[src/rtl/i2c_addr_pkg.sv]
// i2c_addr_pkg: shared types and constants for the I2C address matcher.
package i2c_addr_pkg;
    typedef enum logic [2:0] {IDLE, BYTE1, ACK1, BYTE2, ACK2, DONE} addr_state_t;
    localparam logic [7:0] GC_ADDR        = 8'h00;
    localparam logic [4:0] TEN_BIT_PREFIX = 5'b11110;
    localparam logic [3:0] ACK_BITS       = 4'd8;
endpackage

[src/rtl/i2c_scl_sda_sync.sv]
// i2c_scl_sda_sync: synchronises SCL/SDA into the system clock and emits
// registered single-cycle SCL edge pulses.
module i2c_scl_sda_sync #(
    parameter int SYNC_STAGES = 2
) (
    input  logic clk_i,
    input  logic rst_ni,
    input  logic scl_i,
    input  logic sda_i,
    output logic sda_o,
    output logic scl_rise_o,
    output logic scl_fall_o
);
    logic [SYNC_STAGES-1:0] scl_q, sda_q;
    logic scl_prev_q, rise_q, fall_q;
    // Synchronisers reset to the idle-high bus level so release causes no spurious edge.
    always_ff @(posedge clk_i or negedge rst_ni) begin
        if (!rst_ni) begin
            scl_q      <= '1;
            sda_q      <= '1;
            scl_prev_q <= 1'b1;
            rise_q     <= 1'b0;
            fall_q     <= 1'b0;
        end else begin
            scl_q      <= {scl_q[SYNC_STAGES-2:0], scl_i};
            sda_q      <= {sda_q[SYNC_STAGES-2:0], sda_i};
            scl_prev_q <= scl_q[SYNC_STAGES-1];
            rise_q     <= scl_q[SYNC_STAGES-1] & ~scl_prev_q;
            fall_q     <= ~scl_q[SYNC_STAGES-1] & scl_prev_q;
        end
    end
    assign sda_o      = sda_q[SYNC_STAGES-1];
    assign scl_rise_o = rise_q;
    assign scl_fall_o = fall_q;
endmodule

[src/rtl/i2c_addr_matcher.sv]
// i2c_addr_matcher: decodes the I2C address phase against programmable 7/10-bit
// entries plus general call, and drives the ACK pull-down.
module i2c_addr_matcher
    import i2c_addr_pkg::*;
#(
    parameter int NUM_ADDR    = 2,
    parameter bit GC_EN       = 1'b1,
    parameter int SYNC_STAGES = 2
) (
    input  logic                                        FPGA_clk,
    input  logic                                        rst,
    input  logic                                        SCL,
    input  logic                                        SDA,
    input  logic                                        enable,
    input  logic                                        stop,
    input  logic [NUM_ADDR*10-1:0]                      own_addr,
    input  logic [NUM_ADDR-1:0]                         addr_mode,
    output logic                                        done,
    output logic                                        selected,
    output logic [$clog2(NUM_ADDR > 1 ? NUM_ADDR : 2)-1:0] match_idx,
    output logic                                        rw,
    output logic                                        general_call,
    output logic                                        sda_ack_drive
);
    localparam int IW = $clog2(NUM_ADDR > 1 ? NUM_ADDR : 2);
    addr_state_t state_q, state_d;
    logic [3:0] cnt_q, cnt_d;
    logic [7:0] sh_q, sh_d;
    logic ack_q, ack_d, done_q, done_d, sel_q, sel_d, rw_q, rw_d, gc_q, gc_d;
    logic crw_q, crw_d, cgc_q, cgc_d, cten_q, cten_d, armed_q, armed_d;
    logic [IW-1:0] idx_q, idx_d, cidx_q, cidx_d, aidx_q, aidx_d, hit_idx;
    logic hit, hit_gc, hit7, hit_ten, sda_s, scl_rise, scl_fall;
    logic [9:0] ent [NUM_ADDR];

    i2c_scl_sda_sync #(.SYNC_STAGES(SYNC_STAGES)) u_sync (
        .clk_i(FPGA_clk), .rst_ni(rst), .scl_i(SCL), .sda_i(SDA),
        .sda_o(sda_s), .scl_rise_o(scl_rise), .scl_fall_o(scl_fall)
    );

    // Descending scan so the lowest matching index wins; 0x01 is reserved and never matches.
    always_comb begin
        hit = 1'b0;
        hit_gc = 1'b0;
        hit7 = 1'b0;
        hit_ten = 1'b0;
        hit_idx = '0;
        for (int i = 0; i < NUM_ADDR; i++) ent[i] = own_addr[10*i +: 10];
        if (GC_EN && sh_q == GC_ADDR) begin
            hit = 1'b1;
            hit_gc = 1'b1;
        end else if (sh_q[7:1] != 7'd0) begin
            for (int i = NUM_ADDR-1; i >= 0; i--) begin
                if (!addr_mode[i] && sh_q[7:1] == ent[i][6:0]) begin
                    hit = 1'b1;
                    hit7 = 1'b1;
                    hit_ten = 1'b0;
                    hit_idx = IW'(i);
                end else if (addr_mode[i] && sh_q[7:3] == TEN_BIT_PREFIX && sh_q[2:1] == ent[i][9:8]
                             && (!sh_q[0] || (armed_q && aidx_q == IW'(i)))) begin
                    hit = 1'b1;
                    hit7 = 1'b0;
                    hit_ten = !sh_q[0];
                    hit_idx = IW'(i);
                end
            end
        end
    end

    always_comb begin
        state_d = state_q;
        cnt_d = cnt_q;
        sh_d = sh_q;
        ack_d = ack_q;
        done_d = 1'b0;
        sel_d = sel_q;
        idx_d = idx_q;
        rw_d = rw_q;
        gc_d = gc_q;
        cidx_d = cidx_q;
        crw_d = crw_q;
        cgc_d = cgc_q;
        cten_d = cten_q;
        armed_d = armed_q;
        aidx_d = aidx_q;
        if (stop) begin
            state_d = IDLE;
            ack_d = 1'b0;
            armed_d = 1'b0;
            sel_d = 1'b0;
        end else if (enable) begin
            state_d = BYTE1;
            cnt_d = '0;
            ack_d = 1'b0;
            sel_d = 1'b0;
            gc_d = 1'b0;
            idx_d = '0;
            rw_d = 1'b0;
        end else begin
            case (state_q)
                BYTE1, BYTE2: begin
                    if (cnt_q != ACK_BITS) begin
                        if (scl_rise) begin
                            sh_d = {sh_q[6:0], sda_s};
                            cnt_d = cnt_q + 4'd1;
                        end
                    end else if (state_q == BYTE1) begin
                        state_d = hit ? ACK1 : IDLE;
                        done_d = !hit;
                        cidx_d = hit_idx;
                        crw_d = sh_q[0];
                        cgc_d = hit_gc;
                        cten_d = hit_ten;
                        if (hit_gc || hit7) armed_d = 1'b0;
                    end else if (sh_q == ent[cidx_q][7:0]) begin
                        state_d = ACK2;
                        armed_d = 1'b1;
                        aidx_d = cidx_q;
                    end else begin
                        state_d = IDLE;
                        done_d = 1'b1;
                        armed_d = 1'b0;
                    end
                end
                ACK1, ACK2: begin
                    // First fall raises the pull-down, the next one (after the 9th rise) releases it.
                    if (scl_fall && !ack_q) ack_d = 1'b1;
                    else if (scl_fall) begin
                        ack_d = 1'b0;
                        cnt_d = '0;
                        if (state_q == ACK1 && cten_q) state_d = BYTE2;
                        else begin
                            state_d = DONE;
                            done_d = 1'b1;
                            sel_d = 1'b1;
                            idx_d = cidx_q;
                            rw_d = crw_q;
                            gc_d = cgc_q;
                        end
                    end
                end
                DONE: state_d = IDLE;
                default: ;
            endcase
        end
    end

    always_ff @(posedge FPGA_clk or negedge rst) begin
        if (!rst) begin
            state_q <= IDLE;
            cnt_q <= '0;
            sh_q <= '0;
            ack_q <= 1'b0;
            done_q <= 1'b0;
            sel_q <= 1'b0;
            idx_q <= '0;
            rw_q <= 1'b0;
            gc_q <= 1'b0;
            cidx_q <= '0;
            crw_q <= 1'b0;
            cgc_q <= 1'b0;
            cten_q <= 1'b0;
            armed_q <= 1'b0;
            aidx_q <= '0;
        end else begin
            state_q <= state_d;
            cnt_q <= cnt_d;
            sh_q <= sh_d;
            ack_q <= ack_d;
            done_q <= done_d;
            sel_q <= sel_d;
            idx_q <= idx_d;
            rw_q <= rw_d;
            gc_q <= gc_d;
            cidx_q <= cidx_d;
            crw_q <= crw_d;
            cgc_q <= cgc_d;
            cten_q <= cten_d;
            armed_q <= armed_d;
            aidx_q <= aidx_d;
        end
    end

    assign done = done_q;
    assign selected = sel_q;
    assign match_idx = idx_q;
    assign rw = rw_q;
    assign general_call = gc_q;
    assign sda_ack_drive = ack_q;
endmodule

[config.mk]
export PLATFORM = sky130hd
export DESIGN_NAME = i2c_addr_matcher
export DESIGN_NICKNAME = d
export VERILOG_FILES = /design/src/rtl/i2c_addr_pkg.sv /design/src/rtl/i2c_scl_sda_sync.sv /design/src/rtl/i2c_addr_matcher.sv
export SDC_FILE = /design/constraint.sdc
export NUM_CORES = 1
export LEC_CHECK = 0
export CORE_ASPECT_RATIO = 1.75
export CORE_UTILIZATION = 36
export CTS_CLUSTER_SIZE = 25
export DETAILED_ROUTE_END_ITERATION = 7
export HOLD_SLACK_MARGIN = 0.15
export PLACE_DENSITY_LB_ADDON = 0.3
export SLEW_MARGIN = 20
export SYNTH_ARGS = -nofsm -noshare
export SYNTH_HDL_FRONTEND = slang
export SYNTH_SLANG_ARGS = --single-unit
[constraint.sdc]
create_clock -name FPGA_clk -period 3.1 [get_ports FPGA_clk]
set_clock_uncertainty 0.2 [all_clocks]
set_input_delay 0.62 -clock FPGA_clk [delete_from_list [all_inputs] [get_ports FPGA_clk]]
set_output_delay 0.62 -clock FPGA_clk [all_outputs]
set_load 0.005 [all_outputs]
* Word level (Yosys, flattened, before mapping) *
Cells that the tools add are included.

word-level totals
  flip-flop bits (word level) = 34
  input bits = 28
  word-level logic and storage cells = 182

cells by class
  $add $sub $neg = 1
  $lt $le $gt $ge = 1
  equality and inequality tests = 26
  mux-type cells = 83
  bitwise logic cells = 10
  reduce and logical (&&, ||, !) cells = 41

operators by type and width
  cell                                                    count
  two-way mux 1 bit                                       63
  two-way mux 3 bit                                       8
  two-way mux 8 bit                                       3
  two-way mux 4 bit                                       5
  AND reduction 5 bit                                     3
  equality test 7 bit                                     2
  logical AND 1 bit                                       12
  inequality test 3 bit (second input constant)           4
  inequality test 4 bit (second input constant)           3
  AND reduction 4 bit                                     3
  AND reduction 6 bit                                     2
  inequality test 3 x 2 -> 1 bit (second input constant)  3
  case mux 3 bit (3 select lines)                         1
  nonzero test 3 bit                                      3
  equality test 8 bit                                     1
  zero test 8 bit                                         1
  case mux 4 bit (2 select lines)                         1
  NOT 1 bit                                               7
  nonzero test 7 bit                                      1
  equality test 3 x 2 -> 1 bit (second input constant)    2
  equality test 3 bit (second input constant)             2
  inequality test 2 bit (second input constant)           3
  nonzero test 2 bit                                      3
  equality test 5 bit (second input constant)             1
  16 further kinds                                        25

* Depth between registers and ports, before layout *
  depth in word-level cells = 16
  mapped depth = 9

* Cells and area by module *
Synthesis repeated with hierarchy kept, for this count alone.

second synthesis, totals
  cell total of the unflattened synthesis = 203
  area, all modules = 2104.5 um2

modules (own cells, without submodules)
  module            instances  cells each  area each (um2)  sequential area each (um2)
  i2c_addr_matcher  1          194         1908.1           675.6
  i2c_scl_sda_sync  1          9           196.4            181.4

* Least setup slack after synthesis *
OpenSTA, ideal clock, no wires.

  path kind = input to register
  from = in enable
  to = reg crw_q
  arrival time = 2.006 ns
  required time = 2.772 ns
  slack = 0.766 ns
  stages on the path = 6
  cells stage by stage = clkbuf_1 > or2_1 > clkbuf_1 > or3b_1 > clkbuf_1 > mux2_1

on the way
  cells in the longest elaborated chain, start to end = 2

ends and longest elaborated chain
  item                                  RTL line                 RTL
  start: declaration                    i2c_addr_matcher.sv:14   input logic enable,
  NOT 1 bit (no source line)            --
  AND reduction 5 bit (no source line)  --
  end signal: assignment                i2c_addr_matcher.sv:175  crw_q <= crw_d;
  end: declaration                      i2c_addr_matcher.sv:30   logic crw_q, crw_d, cgc_q, cgc_d, cten_q, cten_d, armed_q, armed_d;

Every way passes these cells.
A chain may end at the register's enable or synchronous reset.

* Final worst setup path *
  from = in own_addr[13]
  to = reg aidx_q

on the way
  cells in the longest elaborated chain, start to end = 5

ends and longest elaborated chain
  item                                                  RTL line                 RTL
  start: declaration                                    i2c_addr_matcher.sv:16   input logic [NUM_ADDR*10-1:0] own_addr,
  two-way mux 8 bit (implied by the code) (3 in a row)  i2c_addr_matcher.sv:114  end else if (sh_q == ent[cidx_q][7:0]) begin
  equality test 8 bit                                   i2c_addr_matcher.sv:114
  AND reduction 6 bit (no source line)                  --
  end signal: assignment                                i2c_addr_matcher.sv:179  aidx_q <= aidx_d;
  end: declaration                                      i2c_addr_matcher.sv:31   logic [IW-1:0] idx_q, idx_d, cidx_q, cidx_d, aidx_q, aidx_d, hit_idx;

Every way passes these cells. The select of a mux whose other input is x is not followed.

==> flow_metrics.env <==
export IMPL_crit_fanout=3
export IMPL_final_common_cell="clkdlybuf4s50_1"
export IMPL_post_route_non_filler_standard_cell_count=315
export IMPL_floorplan_core_area_sq_mm=0.00554
export IMPL_die_area_sq_mm=0.00600
export IMPL_grt_first_pass_wirelength_mm=7.40
export IMPL_yosys_warnings=0
export IMPL_clock_tree_root_cell="clkbuf_8"
export IMPL_place_detailed_hpwl_mm=3.40
export IMPL_die_width_um=59.0
export IMPL_setup_tns_final_ns=0
export IMPL_detail_route_first_pass_iterations=4
export IMPL_cts_buffers_inserted=5
export IMPL_drt_vias_per_instance=5.01
export IMPL_fin_crit_sh=0.882
export IMPL_clk_path_buf_depth=2
export IMPL_vias=1577
export IMPL_cts_tree="built"
export IMPL_area_growth_synth_to_final_pct=23.4
export IMPL_largest_net_degree_at_the_start_of_global_routing=35
export IMPL_dieHeight_um=102
export IMPL_rr_startpoint="cidx_q$_DFFE_PN0P_"
export IMPL_worst_endpoint_arrival_ns=2.71
export IMPL_htree_num_levels=2
export IMPL_grt_setup_unrepaired="no"
export IMPL_finalPower_mw=1.37
export IMPL_run_status="complete, no violations"
export IMPL_netlist_area_sq_mm=0.00204
export IMPL_ys_types=47
export IMPL_numClockSinks=34
export IMPL_post_cts_resized_instances=0
export IMPL_worstSkewPairLatency_ns=0.28
export IMPL_max_clock_freq_mhz=366
export IMPL_place_inst=307
export IMPL_grt_pass1_vias=1543
export IMPL_period_minus_slack_ns=2.73
export IMPL_final_max_slew_viol_count=0
export IMPL_power_density_cell_area_mw_per_mm2=544
export IMPL_synth_seq_cells=34
export IMPL_final_number_of_hold_violating_endpoints=0
export IMPL_critPathLaunch="own_addr[13]"
export IMPL_final_setup_viol_count=0
export IMPL_worstSetupStartpointType="input pin"
export IMPL_number_of_primary_i_o_pins=34
export IMPL_n_antenna_cell=0
export IMPL_drive_above_1_share=0.0879
export IMPL_critical_path_endpoint_type="register"
export IMPL_portBuffers=33
export IMPL_syn_avg_cell_area_sq_um=9.78
export IMPL_grt_remaining_overflow=0
export IMPL_cts_hold_repair_buffers=0
export IMPL_max_cap_violations=0
export IMPL_max_vdd_ir_drop_mv=0.295
export IMPL_final_fill_count=539
export IMPL_globalplace_congestion=0.857
export IMPL_synth_seq_area_share=0.419
export IMPL_route_antenna_remaining_nets=0
export IMPL_postSynthNetCount=239
export IMPL_worstMarginPinSlew_ns=0.531
export IMPL_total_leakage_power_nw=0.969
export IMPL_effective_utilization_at_floorplan=0.369
export IMPL_track_usage=0.167
export IMPL_worst_hold_startpoint="u_sync.sda_q[0]$_DFF_PN1_"
export IMPL_post_route_drc_count=0
export IMPL_number_of_antenna_violations_at_the_first_check_in_global_routing=0
export IMPL_rows=36
export IMPL_worst_ep_required_time_ns=3.07
export IMPL_post_cts_setup_buffers=0
export IMPL_critical_path_class="input pin to register"
export IMPL_routedWlPerCell_um=14.1
export IMPL_worstHoldPathType="register to register"
export IMPL_mostFrequentLayoutCells="33 x clkdlybuf4s50_1, 29 x dfrtp_1, 20 x nand2_1"
export IMPL_finish_net_count=268
export IMPL_drt_iter0_drc=49
export IMPL_netlist_instances=209
export IMPL_relSlewSlack=0.642
export IMPL_drt_total_wl_mm=4.43
export IMPL_clkTransAtPathRegs_ns=0.07
[cell usage after synthesis, drive strengths merged]
cell      n  share of area
a21boi    1         0.0037
dfstp     5          0.064
or2       3         0.0092
or3b      1         0.0043
and2      1         0.0031
nand3     4         0.0098
a221o     1         0.0049
nor4b     1         0.0043
or2b      1         0.0037
a21oi    11          0.027
inv       3         0.0055
o211ai    1         0.0037
nand2    20          0.037
nand2b    4          0.012
nor2     10          0.018
nor3      2         0.0049
ha        2          0.012
dfrtp    29           0.35
a2bb2oi   1         0.0043
xnor2    18          0.077
clkbuf   10          0.018
and3b     2         0.0086
nand3b    2         0.0073
nor2b     4          0.012
mux2     10          0.055
xor2     10          0.043
o31ai     2         0.0098
o21ba     1         0.0049
nor3b     2         0.0073
or4       1         0.0055
a22oi     3          0.011
o21ai    14          0.034
a31o      1         0.0043
nor4      6          0.029
a32o      1         0.0049
mux2i     8          0.039
a31oi     1         0.0031
buf       6          0.019
a211o     1         0.0043
or3       1         0.0031
nand4     4          0.012
[critical path: stages]
cell	delay [ns]
clkdlybuf4s50_1	0.50
mux2i_1	0.11
xnor2_1	0.15
nor4_1	0.51
nand3_1	0.20
nor3_1	0.26
mux2_1	0.35
[layout make-up]
cell class / instances / area (sq um) / area share
clock buffers: 7 / 86.3 / 0.0342
clock inverters: 1 / 5.00 / 0.00198
inverters: 3 / 11.3 / 0.00446
multi-input cells: 156 / 1100 / 0.436
flip-flops and latches: 34 / 857 / 0.340
well taps: 76 / 95.1 / 0.0377
repair buffers: 38 / 368 / 0.146
[through the flow]
stage	utilization	setup WS [ns]	hold WS, ns	instance area (sq um)
after floorplan	-	0.766	0.124	2040
after global placement	0.439	0.123	0.146	2430
after detailed placement	0.439	0.0638	0.147	2430
after CTS	0.455	0.371	0.157	2520
after global routing	0.455	0.154	0.159	2520
final	0.455	0.366	0.156	2520
[where the power goes]
part | internal [mW] | leakage [nW] | switching, mW
logic | 0.221 | 0.484 | 0.154
clock network | 0.179 | 0.0482 | 0.159
registers | 0.512 | 0.437 | 0.146
[final timing paths]
check	depth (start not counted)	slack, ns	to
setup / recovery	7	0.37	aidx_q$_DFFE_PN0P_
hold / removal	0	0.16	u_sync.sda_q[1]$_DFF_PN1_
setup reg to reg	6	0.39	aidx_q$_DFFE_PN0P_
hold reg to reg	0	0.16	u_sync.sda_q[1]$_DFF_PN1_
max in group asynchronous	2	1.82	u_sync.sda_q[0]$_DFF_PN1_
min in group asynchronous	2	0.54	sda_ack_drive$_DFFE_PN0P_
[state kept, by name (all words and copies together) (netlist names), 2 cells and up]
signal        count
u_sync.sda_q      2
u_sync.scl_q      2
state_q           3
cnt_q             4
sh_q              8
[layer usage]
layer	share of wire	global-route usage
met1	0.40	0.191
met2	0.53	0.281
met3	0.030	0.0473
met4	0.036	0.0842
met5	0	0
[cells by family (layout without fill, tap and decap cells)]
logic type      after synthesis  count (layout)  share of synthesized area
compound gates               39              39                      0.120
xor+xnor                     28              28                      0.120
fa+ha+maj                     2               2                     0.0122
buf+inv                      19              49                     0.0428
flops                        34              34                      0.419
mux                          18              18                     0.0942
simple gates                 69              69                      0.192
(Power assumes the default switching activity.)
